===== src/rtl/csr_pkg.sv =====
// csr_pkg: definitions shared by the CSR bus units.
//   - modify strobe codes (none / write / set bits / clear bits)
//   - bit positions inside the csr_uart STATUS register
//   - uart_state_t, the state encoding used by the UART TX and RX FSMs
package csr_pkg;

  localparam logic [2:0] CSR_MOD_NONE  = 3'd0;
  localparam logic [2:0] CSR_MOD_WRITE = 3'd1;
  localparam logic [2:0] CSR_MOD_SET   = 3'd2;
  localparam logic [2:0] CSR_MOD_CLEAR = 3'd3;

  localparam int STAT_TX_FULL  = 0;
  localparam int STAT_TX_EMPTY = 1;
  localparam int STAT_TX_BUSY  = 2;
  localparam int STAT_RX_EMPTY = 3;
  localparam int STAT_TX_OVF   = 4;
  localparam int STAT_RX_OVR   = 5;
  localparam int STAT_RX_FERR  = 6;

  typedef enum logic [1:0] {
    UART_IDLE  = 2'd0,
    UART_START = 2'd1,
    UART_DATA  = 2'd2,
    UART_STOP  = 2'd3
  } uart_state_t;

endpackage


===== src/rtl/uart_fifo.sv =====
// uart_fifo: DEPTH-entry FIFO used for the UART TX and RX byte queues.
// Ports:
//   clk, rst        clock, asynchronous active-high reset
//   push, din       write strobe and data
//   pop, dout       read strobe and head data (dout is the head, valid when !empty)
//   full, empty     occupancy flags
// Pointers carry one extra wrap bit so full and empty are distinguishable.
// Push and pop in the same cycle are both honoured, even when full.
module uart_fifo #(
  parameter int DEPTH = 4,
  parameter int WIDTH = 8
) (
  input  logic             clk,
  input  logic             rst,
  input  logic             push,
  input  logic             pop,
  input  logic [WIDTH-1:0] din,
  output logic [WIDTH-1:0] dout,
  output logic             full,
  output logic             empty
);

  localparam int AW = $clog2(DEPTH);

  logic [AW:0]      wr_ptr_q, wr_ptr_d;
  logic [AW:0]      rd_ptr_q, rd_ptr_d;
  logic [WIDTH-1:0] mem_q [DEPTH];
  logic             push_ok, pop_ok;

  assign empty = (wr_ptr_q == rd_ptr_q);
  assign full  = (wr_ptr_q[AW-1:0] == rd_ptr_q[AW-1:0]) && (wr_ptr_q[AW] != rd_ptr_q[AW]);
  assign dout  = mem_q[rd_ptr_q[AW-1:0]];

  always_comb begin
    pop_ok   = pop & ~empty;
    // a full FIFO still accepts a byte when a slot frees up this same cycle
    push_ok  = push & (~full | pop_ok);
    wr_ptr_d = wr_ptr_q + {{AW{1'b0}}, push_ok};
    rd_ptr_d = rd_ptr_q + {{AW{1'b0}}, pop_ok};
  end

  always_ff @(posedge clk or posedge rst) begin
    if (rst) begin
      wr_ptr_q <= '0;
      rd_ptr_q <= '0;
    end else begin
      wr_ptr_q <= wr_ptr_d;
      rd_ptr_q <= rd_ptr_d;
    end
  end

  always_ff @(posedge clk) begin
    if (push_ok) mem_q[wr_ptr_q[AW-1:0]] <= din;
  end

endmodule


===== src/rtl/csr_uart.sv =====
// csr_uart: CSR-mapped UART with buffered serial TX and optional RX.
// Ports:
//   clk, rst      clock, asynchronous active-high reset
//   addr          CSR address, registered every cycle
//   read, modify  strobes acting on the address registered the cycle before
//   wdata         write data qualified by modify
//   rdata, valid  registered response, one cycle after the strobe
//   txd           serial output, idles high
//   rxd           serial input (used only when CSR_UART_RX_EN is defined)
// Registers: DATA at BASE_ADDR, STATUS at BASE_ADDR+1.
// Build option: define CSR_UART_RX_EN to build the RX synchroniser, FSM and FIFO.
//
// state       | meaning
// UART_IDLE   | line idle, waiting for a byte (TX) or a falling edge (RX)
// UART_START  | start bit (RX: checked at half a bit period)
// UART_DATA   | 8 data bits, LSB first
// UART_STOP   | stop bit (RX: sampled at its centre, byte pushed next cycle)
module csr_uart
  import csr_pkg::*;
#(
  parameter logic [11:0] BASE_ADDR = 12'hBC0,
  parameter int          CLK_DIV   = 8,
  parameter int          DEPTH     = 4
) (
  input  logic        clk,
  input  logic        rst,
  input  logic        read,
  input  logic [2:0]  modify,
  input  logic [31:0] wdata,
  input  logic [11:0] addr,
  output logic [31:0] rdata,
  output logic        valid,
  output logic        txd,
  input  logic        rxd
);

  localparam logic [11:0]       STAT_ADDR = BASE_ADDR + 12'd1;
  localparam int                CNT_W     = $clog2(CLK_DIV);
  localparam logic [CNT_W-1:0]  CNT_TOP   = CNT_W'(CLK_DIV - 1);
  localparam logic [CNT_W-1:0]  CNT_HALF  = CNT_W'(CLK_DIV / 2 - 1);

  logic [11:0] q_addr_q, q_addr_d;
  logic [31:0] rdata_q, rdata_d;
  logic        valid_q, valid_d;
  logic        tx_ovf_q, tx_ovf_d;
  logic        rx_ovr_q, rx_ovr_d;
  logic        rx_ferr_q, rx_ferr_d;

  logic        hit_data, hit_stat, access;
  logic        data_wr, data_rd, stat_clr, stat_rd;
  logic [31:0] status;

  logic        tx_pop, tx_full, tx_empty;
  logic [7:0]  tx_dout;
  logic        tx_ovf_set;

  logic        rx_empty, rx_ovr_set, rx_ferr_set;
  logic [7:0]  rx_head;

  logic        unused_wdata;
  assign unused_wdata = ^wdata[31:8];

  // ---------------- CSR decode ----------------
  always_comb begin
    q_addr_d = addr;
    hit_data = (q_addr_q == BASE_ADDR);
    hit_stat = (q_addr_q == STAT_ADDR);
    // modify codes 4-7 are not accesses at all
    access   = read | ((modify != CSR_MOD_NONE) && (modify <= CSR_MOD_CLEAR));
    data_wr  = hit_data && (modify == CSR_MOD_WRITE);
    data_rd  = hit_data && read;
    stat_clr = hit_stat && (modify == CSR_MOD_CLEAR);
    stat_rd  = hit_stat && read;
  end

  // ---------------- TX path ----------------
  uart_state_t        tx_state_q;
  logic [CNT_W-1:0]   tx_cnt_q;
  logic [2:0]         tx_bit_q;
  logic [7:0]         tx_sh_q;
  logic               txd_q;

  uart_fifo #(.DEPTH(DEPTH), .WIDTH(8)) u_tx_fifo (
    .clk   (clk),
    .rst   (rst),
    .push  (data_wr),
    .pop   (tx_pop),
    .din   (wdata[7:0]),
    .dout  (tx_dout),
    .full  (tx_full),
    .empty (tx_empty)
  );

  // pop from IDLE, or on the last STOP cycle so frames run back to back
  always_comb begin
    tx_pop = 1'b0;
    if (!tx_empty)
      tx_pop = (tx_state_q == UART_IDLE) ||
               ((tx_state_q == UART_STOP) && (tx_cnt_q == '0));
    tx_ovf_set = data_wr && tx_full && !tx_pop;
  end

  always_ff @(posedge clk or posedge rst) begin
    if (rst) begin
      tx_state_q <= UART_IDLE;
      tx_cnt_q   <= '0;
      tx_bit_q   <= '0;
      tx_sh_q    <= '0;
      txd_q      <= 1'b1;
    end else begin
      case (tx_state_q)
        UART_IDLE: begin
          if (tx_pop) begin
            tx_state_q <= UART_START;
            tx_cnt_q   <= CNT_TOP;
            tx_sh_q    <= tx_dout;
            txd_q      <= 1'b0;
          end
        end
        UART_START: begin
          if (tx_cnt_q == '0) begin
            tx_state_q <= UART_DATA;
            tx_cnt_q   <= CNT_TOP;
            tx_bit_q   <= 3'd7;
            txd_q      <= tx_sh_q[0];
          end else begin
            tx_cnt_q <= tx_cnt_q - CNT_W'(1);
          end
        end
        UART_DATA: begin
          if (tx_cnt_q == '0) begin
            tx_cnt_q <= CNT_TOP;
            tx_sh_q  <= {1'b0, tx_sh_q[7:1]};
            if (tx_bit_q == '0) begin
              tx_state_q <= UART_STOP;
              txd_q      <= 1'b1;
            end else begin
              tx_bit_q <= tx_bit_q - 3'd1;
              txd_q    <= tx_sh_q[1];
            end
          end else begin
            tx_cnt_q <= tx_cnt_q - CNT_W'(1);
          end
        end
        UART_STOP: begin
          if (tx_cnt_q == '0) begin
            if (tx_pop) begin
              tx_state_q <= UART_START;
              tx_cnt_q   <= CNT_TOP;
              tx_sh_q    <= tx_dout;
              txd_q      <= 1'b0;
            end else begin
              tx_state_q <= UART_IDLE;
            end
          end else begin
            tx_cnt_q <= tx_cnt_q - CNT_W'(1);
          end
        end
        default: tx_state_q <= UART_IDLE;
      endcase
    end
  end

  assign txd = txd_q;

  // ---------------- RX path ----------------
`ifdef CSR_UART_RX_EN
  uart_state_t        rx_state_q;
  logic [CNT_W-1:0]   rx_cnt_q;
  logic [2:0]         rx_bit_q;
  logic [7:0]         rx_sh_q;
  logic               rx_push_q;
  logic               rx_s1_q, rx_s2_q, rx_s3_q;
  logic               rx_fall, rx_pop, rx_full;
  logic [7:0]         rx_dout;

  always_ff @(posedge clk or posedge rst) begin
    if (rst) begin
      rx_s1_q <= 1'b1;
      rx_s2_q <= 1'b1;
      rx_s3_q <= 1'b1;
    end else begin
      rx_s1_q <= rxd;
      rx_s2_q <= rx_s1_q;
      rx_s3_q <= rx_s2_q;
    end
  end

  always_comb begin
    rx_fall     = rx_s3_q & ~rx_s2_q;
    rx_pop      = data_rd & ~rx_empty;
    rx_ovr_set  = rx_push_q & rx_full & ~rx_pop;
    rx_ferr_set = (rx_state_q == UART_STOP) && (rx_cnt_q == '0) && !rx_s2_q;
    rx_head     = rx_empty ? 8'h00 : rx_dout;
  end

  uart_fifo #(.DEPTH(DEPTH), .WIDTH(8)) u_rx_fifo (
    .clk   (clk),
    .rst   (rst),
    .push  (rx_push_q),
    .pop   (rx_pop),
    .din   (rx_sh_q),
    .dout  (rx_dout),
    .full  (rx_full),
    .empty (rx_empty)
  );

  // rx_sh_q is stable while the push is pending because the FSM sits in IDLE
  always_ff @(posedge clk or posedge rst) begin
    if (rst) begin
      rx_state_q <= UART_IDLE;
      rx_cnt_q   <= '0;
      rx_bit_q   <= '0;
      rx_sh_q    <= '0;
      rx_push_q  <= 1'b0;
    end else begin
      rx_push_q <= 1'b0;
      case (rx_state_q)
        UART_IDLE: begin
          if (rx_fall) begin
            rx_state_q <= UART_START;
            rx_cnt_q   <= CNT_HALF;
          end
        end
        UART_START: begin
          if (rx_cnt_q == '0) begin
            if (rx_s2_q) begin
              rx_state_q <= UART_IDLE;
            end else begin
              rx_state_q <= UART_DATA;
              rx_cnt_q   <= CNT_TOP;
              rx_bit_q   <= 3'd7;
            end
          end else begin
            rx_cnt_q <= rx_cnt_q - CNT_W'(1);
          end
        end
        UART_DATA: begin
          if (rx_cnt_q == '0) begin
            rx_cnt_q <= CNT_TOP;
            rx_sh_q  <= {rx_s2_q, rx_sh_q[7:1]};
            if (rx_bit_q == '0) rx_state_q <= UART_STOP;
            else                rx_bit_q   <= rx_bit_q - 3'd1;
          end else begin
            rx_cnt_q <= rx_cnt_q - CNT_W'(1);
          end
        end
        UART_STOP: begin
          if (rx_cnt_q == '0) begin
            rx_state_q <= UART_IDLE;
            rx_push_q  <= rx_s2_q;
          end else begin
            rx_cnt_q <= rx_cnt_q - CNT_W'(1);
          end
        end
        default: rx_state_q <= UART_IDLE;
      endcase
    end
  end
`else
  logic unused_rxd;
  assign unused_rxd  = rxd;
  assign rx_empty    = 1'b1;
  assign rx_head     = 8'h00;
  assign rx_ovr_set  = 1'b0;
  assign rx_ferr_set = 1'b0;
`endif

  // ---------------- flags and read mux ----------------
  // set wins over a same-cycle clear
  always_comb begin
    tx_ovf_d  = (tx_ovf_q  & ~(stat_clr & wdata[STAT_TX_OVF]))  | tx_ovf_set;
    rx_ovr_d  = (rx_ovr_q  & ~(stat_clr & wdata[STAT_RX_OVR]))  | rx_ovr_set;
    rx_ferr_d = (rx_ferr_q & ~(stat_clr & wdata[STAT_RX_FERR])) | rx_ferr_set;

    status                = '0;
    status[STAT_TX_FULL]  = tx_full;
    status[STAT_TX_EMPTY] = tx_empty;
    status[STAT_TX_BUSY]  = (tx_state_q != UART_IDLE) | tx_pop;
    status[STAT_RX_EMPTY] = rx_empty;
    status[STAT_TX_OVF]   = tx_ovf_q;
    status[STAT_RX_OVR]   = rx_ovr_q;
    status[STAT_RX_FERR]  = rx_ferr_q;

    valid_d = (hit_data | hit_stat) & access;
    rdata_d = '0;
    if (data_rd)      rdata_d = {rx_empty, 23'b0, rx_head};
    else if (stat_rd) rdata_d = status;
  end

  always_ff @(posedge clk or posedge rst) begin
    if (rst) begin
      q_addr_q  <= '0;
      rdata_q   <= '0;
      valid_q   <= 1'b0;
      tx_ovf_q  <= 1'b0;
      rx_ovr_q  <= 1'b0;
      rx_ferr_q <= 1'b0;
    end else begin
      q_addr_q  <= q_addr_d;
      rdata_q   <= rdata_d;
      valid_q   <= valid_d;
      tx_ovf_q  <= tx_ovf_d;
      rx_ovr_q  <= rx_ovr_d;
      rx_ferr_q <= rx_ferr_d;
    end
  end

  assign rdata = rdata_q;
  assign valid = valid_q;

endmodule


===== config.mk =====
export PLATFORM = sky130hd
export DESIGN_NAME = csr_uart
export DESIGN_NICKNAME = d
export VERILOG_FILES = /design/src/rtl/csr_pkg.sv /design/src/rtl/uart_fifo.sv /design/src/rtl/csr_uart.sv
export SDC_FILE = /design/constraint.sdc
export NUM_CORES = 1
export LEC_CHECK = 0
export ABC_AREA = 1
export CAP_MARGIN = 20
export CORE_MARGIN = 8
export CORE_UTILIZATION = 52
export DETAILED_ROUTE_END_ITERATION = 10
export PLACE_DENSITY = 0.92
export SYNTH_ARGS = -nofsm -noshare
export SYNTH_HDL_FRONTEND = slang
export SYNTH_HIERARCHICAL = 1
export SYNTH_SLANG_ARGS = --single-unit

===== constraint.sdc =====
create_clock -name clk -period 6.7 [get_ports clk]
set_clock_uncertainty 0.2 [all_clocks]
set_input_delay 1.34 -clock clk [delete_from_list [all_inputs] [get_ports clk]]
set_output_delay 1.34 -clock clk [all_outputs]
set_load 0.05 [all_outputs]

==> flow_summary.ini, run 1 <==
[outcome]
outcome = complete, no violations

[placement]
place.gp.congestion = 0.760
placed_area_um2 = 4030
port_buffers = 35
dp_hpwl_mm = 4.90

[pwr]
power_frac_clock = 0.253
pwr-share-comb = 0.316
fin_total_pwr_mw = 1.37
p_sw_mw = 0.498
powerDensity_nw_per_um2 = 324
internal_power_mw = 0.873
peakVddDrop_mv = 0.196
sequentialPowerShare = 0.431
p_leak_nw = 2.00
switching_share = 0.363

[floorplanning]
design.core.area_um2 = 6830
die_w_um = 100
fp.dieH_um = 100
dieArea_um2 = 10100
start_util = 0.541
rows = 30
ios = 85

[final_layout]
drive_gt1_frac = 0.0875
final_area_um2 = 4230
fin_nets = 482
final_util = 0.619
antennaDiodeCount = 0
syn2layout_area_growth_pct = 14.4

[timing]
setup_viol_count_final = 0
fin_crit_ns = 3.23
period_share = 0.482
finalHoldViolCount = 0
rsz0062_at_grt = no
timing.setup.tns_ns = 0
holdWs_ns = 0.268
slew_viol_final = 0
tightest_slew_ns = 0.802
relSlewSlack = 0.463
fmax_mhz = 310

[synth]
avgSynthCellArea_um2 = 9.81
synthMuxAreaShare = 0
synth_simple_gate_area_frac = 0.190
synthAdderAreaFrac = 0.0440
synth_top_family_by_area = simple AND/OR/NAND/NOR gates
synthXorXnorAreaFrac = 0.0115
synth-main-ff-cell = dfrtp_1
ys_seq_elements = 79
synth-compound-area-share = 0.0639
synth_edf_count = 32
synth_cells = 377
yosysSeqAreaShare = 0.578
synthDistinctLibCells = 31
async_reset_ff_frac = 0.595
synth_warnings = 6
syn_area_um2 = 3700

[hold_path]
min_to = txd
hold_path_depth = 2
min_path_type = reg -> reg
worstHoldStart = txd

[detailed_routing]
vias_per_cell = 4.86
drtPass1Iterations = 4
wl_per_cell_um = 13.3
drc = 0
ant_nets = 0
via_count = 2524
dr.first_iter.drc_count = 144
drt-total-wl_mm = 6.89

[worst_setup_path]
crit_chain = clkdlybuf4s50_1
cp-end-kind = primary output
slowest_delay_ns = 0.80
arrival_ns = 1.69
path_class = reg -> out
worstPathMaxFanout = 2
r2r_slack_ns = 3.67
critPathTopFamily = buffers and inverters
worstSetupStartpointType = register
cp.required_ns = 5.16
critPathBufInv = 1
ff2ff_path_depth = 12
critical_path.reg2reg.startpoint = u_tx_fifo/rd_ptr_q[0]
r2r_end = u_tx_fifo/mem_q[3][6]
slowest_stage = clkdlybuf4s50_1

[global_route]
antenna_found_initial = 0
overflow = 0
grt_pass1_wl_mm = 11.3
grt_pass1_vias = 2456
grt_use_total = 0.142
grt_max_degree = 42

[run]
maxCapViolCount = 0

[clock_network]
clock_latency_ns = 0.35
cts_tree = done
h-tree-depth = 3
clk_pin_slew_ns = 0.08
cts_root_buffer = clkbuf_8
cts_sinks = 79
cts_buffers = 9
cts_buffer_depth = 2
post_cts_buffers = 0
hold_buffers = 0
cts_resized = 0
## power groups by stage
| stage | logic, mW | clock network [mW] | registers (mW) |
|---|---|---|---|
| floorplan | 0.347 | 0 | 0.604 |
| global placement | 0.416 | 0 | 0.597 |
| detailed placement | 0.432 | 0 | 0.600 |
| CTS | 0.434 | 0.354 | 0.590 |
| global route | 0.499 | 0.376 | 0.596 |
| finish | 0.434 | 0.347 | 0.591 |
## layer usage
layer,global-route usage,wire length (µm)
met1,0.160,2820
met2,0.242,3540
met3,0.0450,467
met4,0.0616,67
met5,0,0
## how the worst max path moves through the flow
stage | cells after the start | slack, ns | endpoint | start
final | 1 | 3.47 | txd | txd
after global placement | 6 | 3.28 | u_tx_fifo/mem_q[3][1] | modify[1]
after detailed placement | 6 | 3.16 | u_tx_fifo/mem_q[3][1] | modify[1]
after floorplan | 5 | 4.04 | u_tx_fifo/mem_q[0][0] | modify[1]
after CTS | 1 | 3.45 | txd | txd
after global routing | 1 | 3.43 | txd | txd
## flip-flops by register name, indices dropped and copies added, names as in the netlist
register / cells
rx_ovr_q: 1
tx_bit_q: 3
tx_state_q: 2
q_addr_q: 12
tx_sh_q: 8
valid: 1
tx_ovf_q: 1
txd: 1
u_tx_fifo/rd_ptr_q: 3
u_tx_fifo/wr_ptr_q: 3
rdata: 8
tx_cnt_q: 3
rx_ferr_q: 1
u_tx_fifo/mem_q: 32
## cells in the mapped netlist (all sizes together), types with 3 or more instances
cell / n / area share
xor2: 3 / 0.0071
buf: 29 / 0.062
nor2: 44 / 0.052
nand4: 4 / 0.0085
ha: 13 / 0.044
o21ai: 28 / 0.038
a21oi: 7 / 0.010
nand2: 93 / 0.10
inv: 47 / 0.048
edfxtp: 32 / 0.26
dfrtp: 46 / 0.31
nand3: 16 / 0.023
o22ai: 8 / 0.014
## cell usage in the layout, fill, tap and decap left out, types with 2 or more instances in the layout
| master | instances |
|---|---|
| nand3_1 | 15 |
| nand2_1 | 86 |
| nand4_1 | 3 |
| clkinv_1 | 2 |
| edfxtp_1 | 32 |
| nor2_1 | 39 |
| clkdlybuf4s50_1 | 35 |
| o21ai_0 | 24 |
| clkbuf_8 | 9 |
| o22ai_1 | 8 |
| nor2_4 | 3 |
| nor2_2 | 2 |
| nand2_2 | 4 |
| clkinv_4 | 2 |
| xor2_1 | 3 |
| inv_1 | 43 |
| nand2_4 | 3 |
| dfrtp_1 | 46 |
| conb_1 | 24 |
| o21ai_1 | 4 |
| inv_2 | 3 |
| ha_1 | 13 |
| a21oi_1 | 6 |
## cells by family after synthesis
| group | after synthesis |
|---|---|
| AO/OA/AOI/OAI | 44 |
| flip-flops | 79 |
| buffers and inverters | 77 |
| AND/OR/NAND/NOR | 159 |
| XOR/XNOR | 4 |
| other | 1 |
| adder cells (fa/ha/maj) | 13 |
## metrics by stage
stage | std cells | worst slack (ns)
2_1_floorplan | 400 | 4.04
3_3_place_gp | 503 | 3.28
3_5_place_dp | 503 | 3.16
4_1_cts | 519 | 3.45
5_1_grt | 519 | 3.43
6_report | 519 | 3.47
## final cells by class
| cell class | count | area [µm²] |
|---|---|---|
| inverter | 48 | 183 |
| multi-input combinational | 244 | 1230 |
| timing repair buffer | 36 | 358 |
| tap | 96 | 120 |
| clock inverter | 7 | 72.6 |
| sequential | 79 | 2140 |
| fill | 530 | 2600 |
| clock buffer | 9 | 124 |
Note: power is estimated with default switching activity, not from simulation.
==> run 2, diff against run 1 <==
- CORE_UTILIZATION: 52 -> 45
- PLACE_DENSITY: 0.92 -> 0.86
- clock period: 6.7 -> 2.8 ns (I/O delays scaled with it)
==> flow_summary.ini, run 2 (synthesis results as in run 1) <==
[outcome]
outcome = complete, no violations

[clock_network]
clock_latency_ns = 0.35
cts_buffers = 9
cts_sinks = 79
cts_root_buffer = clkbuf_8
clk_pin_slew_ns = 0.08
cts_buffer_depth = 2
post_cts_buffers = 0
hold_buffers = 0
h-tree-depth = 3
cts_tree = done
cts_resized = 0

[final_layout]
fillers = 703
fin_nets = 487
antennaDiodeCount = 0
drive_gt1_frac = 0.0981
final_common_cell = nand2_1
final_cell_mix = nand2_1 (86), dfrtp_1 (46), inv_1 (43)
syn2layout_area_growth_pct = 15.6
regArea_um2 = 2140
multi_input_area_um2 = 1230
largest_reg_flops = 32

[placement]
dp_hpwl_mm = 5.19
port_buffers = 35
place.gp.congestion = 0.796

[worst_setup_path]
cp-end-kind = register
worstSetupStartpointType = register
ff2ff_path_depth = 12
path_class = reg -> reg
arrival_ns = 2.39
worstPathMaxFanout = 8
r2r_end = u_tx_fifo/mem_q[1][5]
critical_path.reg2reg.startpoint = u_tx_fifo/wr_ptr_q[0]
cp.required_ns = 2.58
r2r_slack_ns = 0.20

[timing]
fmax_mhz = 384
setup_viol_count_final = 0
timing.setup.tns_ns = 0
relSlewSlack = 0.488
finalHoldViolCount = 0
slew_viol_final = 0
holdWs_ns = 0.246
tightest_slew_ns = 0.765
rsz0062_at_grt = no
period_share = 0.930
fin_crit_ns = 2.60

[floorplanning]
ios = 85
start_util = 0.457
fp.dieH_um = 107
die_w_um = 107
dieArea_um2 = 11400
design.core.area_um2 = 8090
rows = 33

[detailed_routing]
vias_per_cell = 4.85
dr.first_iter.drc_count = 142
ant_nets = 0
drt-total-wl_mm = 7.06
wl_per_cell_um = 13.2
drc = 0
drtPass1Iterations = 5
via_count = 2584

[pwr]
powerDensity_nw_per_um2 = 771
peakVddDrop_mv = 0.404
p_leak_nw = 2.03

[global_route]
overflow = 0
grt_use_total = 0.126
grt_max_degree = 42
grt_pass1_vias = 2503
antenna_found_initial = 0
grt_pass1_wl_mm = 11.4

[hold_path]
min_path_type = in -> async

[run]
maxCapViolCount = 0
-- run 2: final cells by class --
| class | count | area share |
|---|---|---|
| clock buffers | 12 | 0.0389 |
| clock inverters | 4 | 0.00644 |
| inverters | 48 | 0.0427 |
| multi-input cells | 244 | 0.289 |
| flip-flops and latches | 79 | 0.500 |
| well taps | 105 | 0.0307 |
| repair buffers | 41 | 0.0925 |
-- run 2: where the power goes --
group          total [mW]  internal (mW)  switching (mW)
clock               0.811          0.401           0.410
combinational        1.07          0.348           0.726
sequential           1.41           1.34          0.0736
-- run 2: how the worst max path moves through the flow --
stage | endpoint | cells past startpoint | slack (ns) | start
final | u_tx_fifo/mem_q[1][5] | 12 | 0.20 | u_tx_fifo/wr_ptr_q[0]
after global routing | u_tx_fifo/mem_q[0][7] | 12 | 0.02 | u_tx_fifo/wr_ptr_q[0]
after CTS | u_tx_fifo/mem_q[0][5] | 12 | 0.20 | u_tx_fifo/wr_ptr_q[0]
after detailed placement | u_tx_fifo/mem_q[0][0] | 6 | 0.09 | modify[1]
after global placement | u_tx_fifo/mem_q[0][0] | 6 | 0.16 | modify[1]
after floorplan | u_tx_fifo/wr_ptr_q[2] | 14 | 0.51 | u_tx_fifo/rd_ptr_q[1]
-- run 2: worst max-delay path, cell delays in order, from the launching register on --
cell	delay, ns
dfrtp_1	0.44
inv_1	0.11
nand2_2	0.08
nand2_2	0.06
nand2_1	0.11
nor2_1	0.09
inv_1	0.14
nand2_4	0.09
inv_2	0.09
inv_1	0.05
nand4_2	0.08
nand2_2	0.08
nor2_1	0.60
-- run 2: routing by layer --
metal | GRT usage | part of all wire | vias to the layer above
li1 | - | - | 1251
met1 | 0.135 | 0.40 | 1229
met2 | 0.220 | 0.50 | 86
met3 | 0.0342 | 0.071 | 18
met4 | 0.0683 | 0.025 | 0
met5 | 0 | 0 | -
-- run 2: stage by stage --
| step | cell area, µm² | std cells | setup slack, ns | total power [mW] | util |
|---|---|---|---|---|---|
| after detailed placement | 4080 | 517 | 0.0934 | 2.50 | 0.504 |
| final | 4280 | 533 | 0.196 | 3.30 | 0.528 |
| after global routing | 4280 | 533 | 0.0183 | 3.53 | 0.528 |
| after floorplan | 3780 | 400 | 0.511 | 2.28 | - |
| after global placement | 4080 | 517 | 0.159 | 2.43 | 0.504 |
| after CTS | 4280 | 533 | 0.198 | 3.32 | 0.528 |
